### src/rtl/or_gate_rr_sched.sv
// ============================================================================
//  Module   : or_gate_rr_sched
//  Purpose  : Round-robin scheduler time-sharing one external OR gate among
//             N_REQ requesters. Optional macro: OR_SCHED_CHECK_EN.
//  Revision : 1.0 - initial release
// ============================================================================
`default_nettype none

module or_gate_rr_sched #(
    parameter int N_REQ      = 4,
    parameter int SETTLE_CYC = 2
) (
    input  logic             clk_i,
    input  logic             rst_i,
    input  logic [N_REQ-1:0] req_i,
    input  logic [N_REQ-1:0] req_a_i,
    input  logic [N_REQ-1:0] req_b_i,
    output logic [N_REQ-1:0] gnt_o,
    output logic [N_REQ-1:0] done_o,
    output logic             res_o,
    output logic             busy_o,
    output logic             gate_a_o,
    output logic             gate_b_o,
    input  logic             gate_y_i,
    output logic             err_o
);

    localparam int PTR_W = $clog2(N_REQ);
    localparam int CNT_W = 4;

    localparam logic [1:0] S_IDLE    = 2'd0;
    localparam logic [1:0] S_SETTLE  = 2'd1;
    localparam logic [1:0] S_CAPTURE = 2'd2;

    logic [1:0]       state_q, state_d;
    logic [PTR_W-1:0] ptr_q, ptr_d;
    logic [PTR_W-1:0] win_q, win_d;
    logic [CNT_W-1:0] cnt_q, cnt_d;
    logic [N_REQ-1:0] gnt_q, gnt_d;
    logic [N_REQ-1:0] done_q, done_d;
    logic             res_q, res_d;
    logic             ga_q, ga_d;
    logic             gb_q, gb_d;
    logic             err_q, err_d;

    logic             any_req;
    logic [PTR_W-1:0] win_sel;
    logic [PTR_W-1:0] scan_idx;

    // Scan downward so the lowest offset from ptr (the rotating priority head) wins.
    always_comb begin
        any_req  = 1'b0;
        win_sel  = '0;
        scan_idx = '0;
        for (int k = N_REQ - 1; k >= 0; k--) begin
            scan_idx = PTR_W'((int'(ptr_q) + k) % N_REQ);
            if (req_i[scan_idx]) begin
                any_req = 1'b1;
                win_sel = scan_idx;
            end
        end
    end

    always_comb begin
        state_d = state_q;
        ptr_d   = ptr_q;
        win_d   = win_q;
        cnt_d   = cnt_q;
        gnt_d   = '0;
        done_d  = '0;
        res_d   = res_q;
        ga_d    = ga_q;
        gb_d    = gb_q;
        err_d   = err_q;
        case (state_q)
            S_IDLE: begin
                if (any_req) begin
                    ga_d           = req_a_i[win_sel];
                    gb_d           = req_b_i[win_sel];
                    gnt_d[win_sel] = 1'b1;
                    win_d          = win_sel;
                    cnt_d          = CNT_W'(SETTLE_CYC - 1);
                    state_d        = S_SETTLE;
                end
            end
            S_SETTLE: begin
                if (cnt_q == '0) begin
                    state_d = S_CAPTURE;
                end else begin
                    cnt_d = cnt_q - CNT_W'(1);
                end
            end
            S_CAPTURE: begin
                res_d         = gate_y_i;
                done_d[win_q] = 1'b1;
                ptr_d         = (win_q == PTR_W'(N_REQ - 1)) ? '0 : win_q + PTR_W'(1);
                state_d       = S_IDLE;
`ifdef OR_SCHED_CHECK_EN
                if (gate_y_i != (ga_q | gb_q)) begin
                    err_d = 1'b1;
                end
`endif
            end
            default: state_d = S_IDLE;
        endcase
    end

    always_ff @(posedge clk_i) begin
        if (rst_i) begin
            state_q <= S_IDLE;
            ptr_q   <= '0;
            win_q   <= '0;
            cnt_q   <= '0;
            gnt_q   <= '0;
            done_q  <= '0;
            res_q   <= 1'b0;
            ga_q    <= 1'b0;
            gb_q    <= 1'b0;
            err_q   <= 1'b0;
        end else begin
            state_q <= state_d;
            ptr_q   <= ptr_d;
            win_q   <= win_d;
            cnt_q   <= cnt_d;
            gnt_q   <= gnt_d;
            done_q  <= done_d;
            res_q   <= res_d;
            ga_q    <= ga_d;
            gb_q    <= gb_d;
            err_q   <= err_d;
        end
    end

    assign gnt_o    = gnt_q;
    assign done_o   = done_q;
    assign res_o    = res_q;
    assign gate_a_o = ga_q;
    assign gate_b_o = gb_q;
    assign busy_o   = (state_q == S_SETTLE) || (state_q == S_CAPTURE);

`ifdef OR_SCHED_CHECK_EN
    assign err_o = err_q;
`else
    assign err_o = 1'b0;
`endif

endmodule

`default_nettype wire

### config.mk
export PLATFORM = sky130hd
export DESIGN_NAME = or_gate_rr_sched
export DESIGN_NICKNAME = d
export VERILOG_FILES = /design/src/rtl/or_gate_rr_sched.sv
export SDC_FILE = /design/constraint.sdc
export NUM_CORES = 1
export LEC_CHECK = 0
export CORE_AREA = 10 10 62 64
export CTS_BUF_LIST = sky130_fd_sc_hd__clkbuf_16
export DETAILED_ROUTE_END_ITERATION = 10
export DIE_AREA = 0 0 72 74
export PLACE_DENSITY_LB_ADDON = 0.25
export SYNTH_ARGS = -nofsm -noshare
export SYNTH_HDL_FRONTEND = slang
export SYNTH_SLANG_ARGS = --single-unit
### constraint.sdc
create_clock -name clk_i -period 1.69 [get_ports clk_i]
set_clock_uncertainty 0.15 [all_clocks]
set_input_delay 0.507 -clock clk_i [delete_from_list [all_inputs] [get_ports clk_i]]
set_output_delay 0.507 -clock clk_i [all_outputs]
set_load 0.03 [all_outputs]
==> run summary <==
The run finished with clean final reports. Final period utilization: 98.36%. Summed over all cells, the static leakage comes to 0.7629 nW. The logs give 2663 sq um for the core outline area and 234 for the number of filler cells placed in the layout. Once the floorplan was initialized, standard cells occupied 40.74% of the core. The die covers 5328 sq um. The tool flagged a number of max-cap violations equal to 0. The tools report the start point of the worst hold path as gate_b_o$_SDFFE_PP0P_. Number of vias per cell after detailed routing: 5.015. Leaving out fill and tap cells, the most frequent cells in the layout are sky130_fd_sc_hd__buf_4, sky130_fd_sc_hd__dfxtp_1, sky130_fd_sc_hd__nor2_1.

Final critical-path required period: 1.662 ns. Once detailed placement completed, the half-perimeter wirelength came to 2.194 mm. The via count of the first global-routing pass is 1034, and the TritonCTS buffer count is 3. Based on the critical path, the design can be clocked at up to 0.6016 GHz. The tools report the data required time of the worst path as 1.03 ns. Leaving out fill and tap cells, the most frequent cell in the layout is sky130_fd_sc_hd__buf_4. The number of clock sinks seen by CTS is 21, and the number of nets with antenna violations after routing is 0. The post-route netlist has 33.54% of its cells at a drive strength greater than 1.

The run gives 0 as the number of inserted diodes. The floorplan has 19 rows. The run gives 61.61% as the share of the core filled with cells. For the worst-case clock buffer depth, the log shows 2.

Maximum vdd ir drop: 0.001235 V. After the first detailed-routing iteration, the DRC count stood at 30. For the count of placed standard cells including taps, the log shows 190.

The worst register-to-register path begins at state_q[1]$_SDFFE_PP0P_. The count of final hold-check violations is 0, and the largest net degree at the start of global routing is 12. Summed over all layers, the global routing overflow is 0.

The net count after synthesis is 140. The logs give 0 for the max-slew violation count and 4 for the number of search-and-repair iterations in the first detailed-routing pass. Of all nets on the critical path, the largest fanout is 2. The routed wirelength normalized by instance count was 14.27 um; the later-pin clock latency in the skew report was 0.25 ns. The initial antenna violation count was 0. At the worst endpoint, the arrival time is 1.01 ns. Classification of the worst setup path: reg -> out. From synthesis to final layout, the design area changed by 51.21%. During I/O placement, the number of pins put on the boundary was 28. The number of design rule violations left after detail routing came out at 0. The worst hold path belongs to the class reg -> reg. The power per cell area came out at 1581 nW/um^2. STA classifies the critical path startpoint as a flip-flop.

The clock root buffer master is sky130_fd_sc_hd__clkbuf_16. The vertical die dimension was 74 um; the count of cell types in the netlist was 31. The average instance in the mapped netlist occupies 9.433 sq um. The run gives 1085 sq um as the post-synthesis instance area.

Yosys printed 0 warnings. The wire length of the first global-routing pass is 4.643 mm. The tools report the start point of the critical path as state_q[1]$_SDFFE_PP0P_. Clock-pin slew was measured on the worst setup and hold paths at 0.06 ns. Sequential cells were found to cover 38.75% of the synthesized design area. The synthesized instance count is 115. The maximum level of the CTS H-tree is 1. TritonCTS built the clock tree.

Setup violations remaining at the end of the flow were counted as 0. The die width was 72 um; the total of flip-flops plus latches after synthesis was 21. The congestion estimate from routability-driven global placement came to 0.8100. The filler-free cell count of the finished design is 195, and the quantity of I/O buffers inserted on ports is 26.

Setup repair after global routing could not meet its margin everywhere. The detailed router placed 978 vias in this run. Endpoint class of the critical path: an output pin. The final layout contains 190 nets. The overall routing resource usage was 10.40%. For the total wire length after detailed routing, the log shows 2.782 mm.
## layer usage
| metal | wire, um | up-vias | GRT usage [%] |
|---|---|---|---|
| met4 | 11 | 0 | 2.796 |
| li1 | - | 491 | - |
| met3 | 171 | 2 | 2.793 |
| met1 | 1127 | 465 | 11.92 |
| met2 | 1471 | 20 | 18.63 |
| met5 | 0 | - | 0 |
## state kept, by name, indices dropped and copies added (netlist names)
register / cells
ptr_q: 2
gate_b_o: 1
done_o: 4
win_q: 2
state_q: 2
gnt_o: 4
res_o: 1
cnt_q: 4
gate_a_o: 1
## worst max-delay path, stage by stage (launching register included)
cell and delay (ns):
sky130_fd_sc_hd__dfxtp_2 0.33, sky130_fd_sc_hd__inv_2 0.05, sky130_fd_sc_hd__ha_4 0.26, sky130_fd_sc_hd__buf_6 0.12
## through the flow
step / hold WS, ns / setup TNS, ns / power, W / area, sq um / setup slack (ns)
after floorplan: 0.3176 / -0.03796 / 0.001438 / 1085 / -0.02584
after global placement: 0.3284 / -7.156 / 0.001865 / 1509 / -0.6092
after detailed placement: 0.3460 / -7.912 / 0.001915 / 1509 / -0.6978
after CTS: 0.3591 / 0 / 0.002481 / 1610 / 0.004288
after global routing: 0.4104 / -0.07642 / 0.002771 / 1640 / -0.03738
final: 0.3565 / 0 / 0.002593 / 1640 / 0.02765
## final cells by class
type | count | area (sq um) | share of cell area, %
Tap cell | 31 | 38.79 | 2.365
Timing Repair Buffer | 48 | 399.1 | 24.33
Clock buffer | 3 | 75.07 | 4.577
Inverter | 11 | 41.29 | 2.517
Clock inverter | 1 | 3.754 | 0.2288
Sequential cell | 21 | 425.4 | 25.93
Multi-Input combinational cell | 80 | 656.9 | 40.05
## path summary, 6_finish.rpt
check                                        endpoint  slack, ns  cells after the start
worst max-delay path                           busy_o       0.03                      3
worst min-delay path            gate_b_o$_SDFFE_PP0P_       0.36                      2
worst max register to register  cnt_q[1]$_SDFFE_PP0P_       0.08                      9
worst min register to register  gate_b_o$_SDFFE_PP0P_       0.36                      2
## repair_timing
action                                  CTS  global route
pin swaps                                 4             7
gates cloned                              0             0
endpoints found under the setup margin   23            11
resized for setup                        32            19
setup buffers                             0             2
hold buffers                              0             0
## power breakdown
part           switching [W]  internal, W
Sequential         0.0000773     0.000616
Combinational       0.000714     0.000702
Clock               0.000169     0.000315
Total               0.000960      0.00163
## synth_stat cells
master                     number  area [sq um]
sky130_fd_sc_hd__a21oi_1        4         20.02
sky130_fd_sc_hd__dfxtp_1       21         420.4
sky130_fd_sc_hd__buf_6          1         11.26
sky130_fd_sc_hd__buf_4          1         7.510
sky130_fd_sc_hd__and2_1         4         25.02
sky130_fd_sc_hd__nand2_1        4         15.01
sky130_fd_sc_hd__conb_1         1         3.750
sky130_fd_sc_hd__a211oi_1       1         7.510
sky130_fd_sc_hd__xor2_1         2         17.52
sky130_fd_sc_hd__a211o_1        1         8.760
sky130_fd_sc_hd__nor3_1         6         30.03
sky130_fd_sc_hd__mux2_2         1         11.26
sky130_fd_sc_hd__o21ai_1        2         10.01
sky130_fd_sc_hd__nor2b_1        1         6.260
sky130_fd_sc_hd__inv_1         11         41.29
sky130_fd_sc_hd__a22oi_1        1         7.510
sky130_fd_sc_hd__o22ai_1        1         6.260
sky130_fd_sc_hd__mux2i_1        9         90.09
sky130_fd_sc_hd__ha_1          10         125.1
sky130_fd_sc_hd__nor4_2         1         12.51
sky130_fd_sc_hd__clkbuf_1       1         3.750
sky130_fd_sc_hd__a32oi_1        1         8.760
sky130_fd_sc_hd__nor2_2         2         12.51
sky130_fd_sc_hd__nor3b_1        1         7.510
sky130_fd_sc_hd__o41ai_4        1         27.53
sky130_fd_sc_hd__or3_1          1         6.260
sky130_fd_sc_hd__a221oi_4       1         26.28
sky130_fd_sc_hd__nor2_1        17         63.81
sky130_fd_sc_hd__nand3b_1       2         15.01
sky130_fd_sc_hd__o221ai_1       2         17.52
sky130_fd_sc_hd__nand2b_1       3         18.77
## kinds of logic after synthesis
group / count (synthesis) / synth area share, %
adders and majority gates: 10 / 11.53
DFF: 21 / 38.75
AOI/OAI and AO/OA: 15 / 12.92
buffers and inverters: 14 / 5.882
xor gates and xnor gates: 2 / 1.615
other: 1 / 0.3457
and+or+nand+nor: 42 / 19.61
muxes: 10 / 9.343
(Power assumes the default switching activity.)
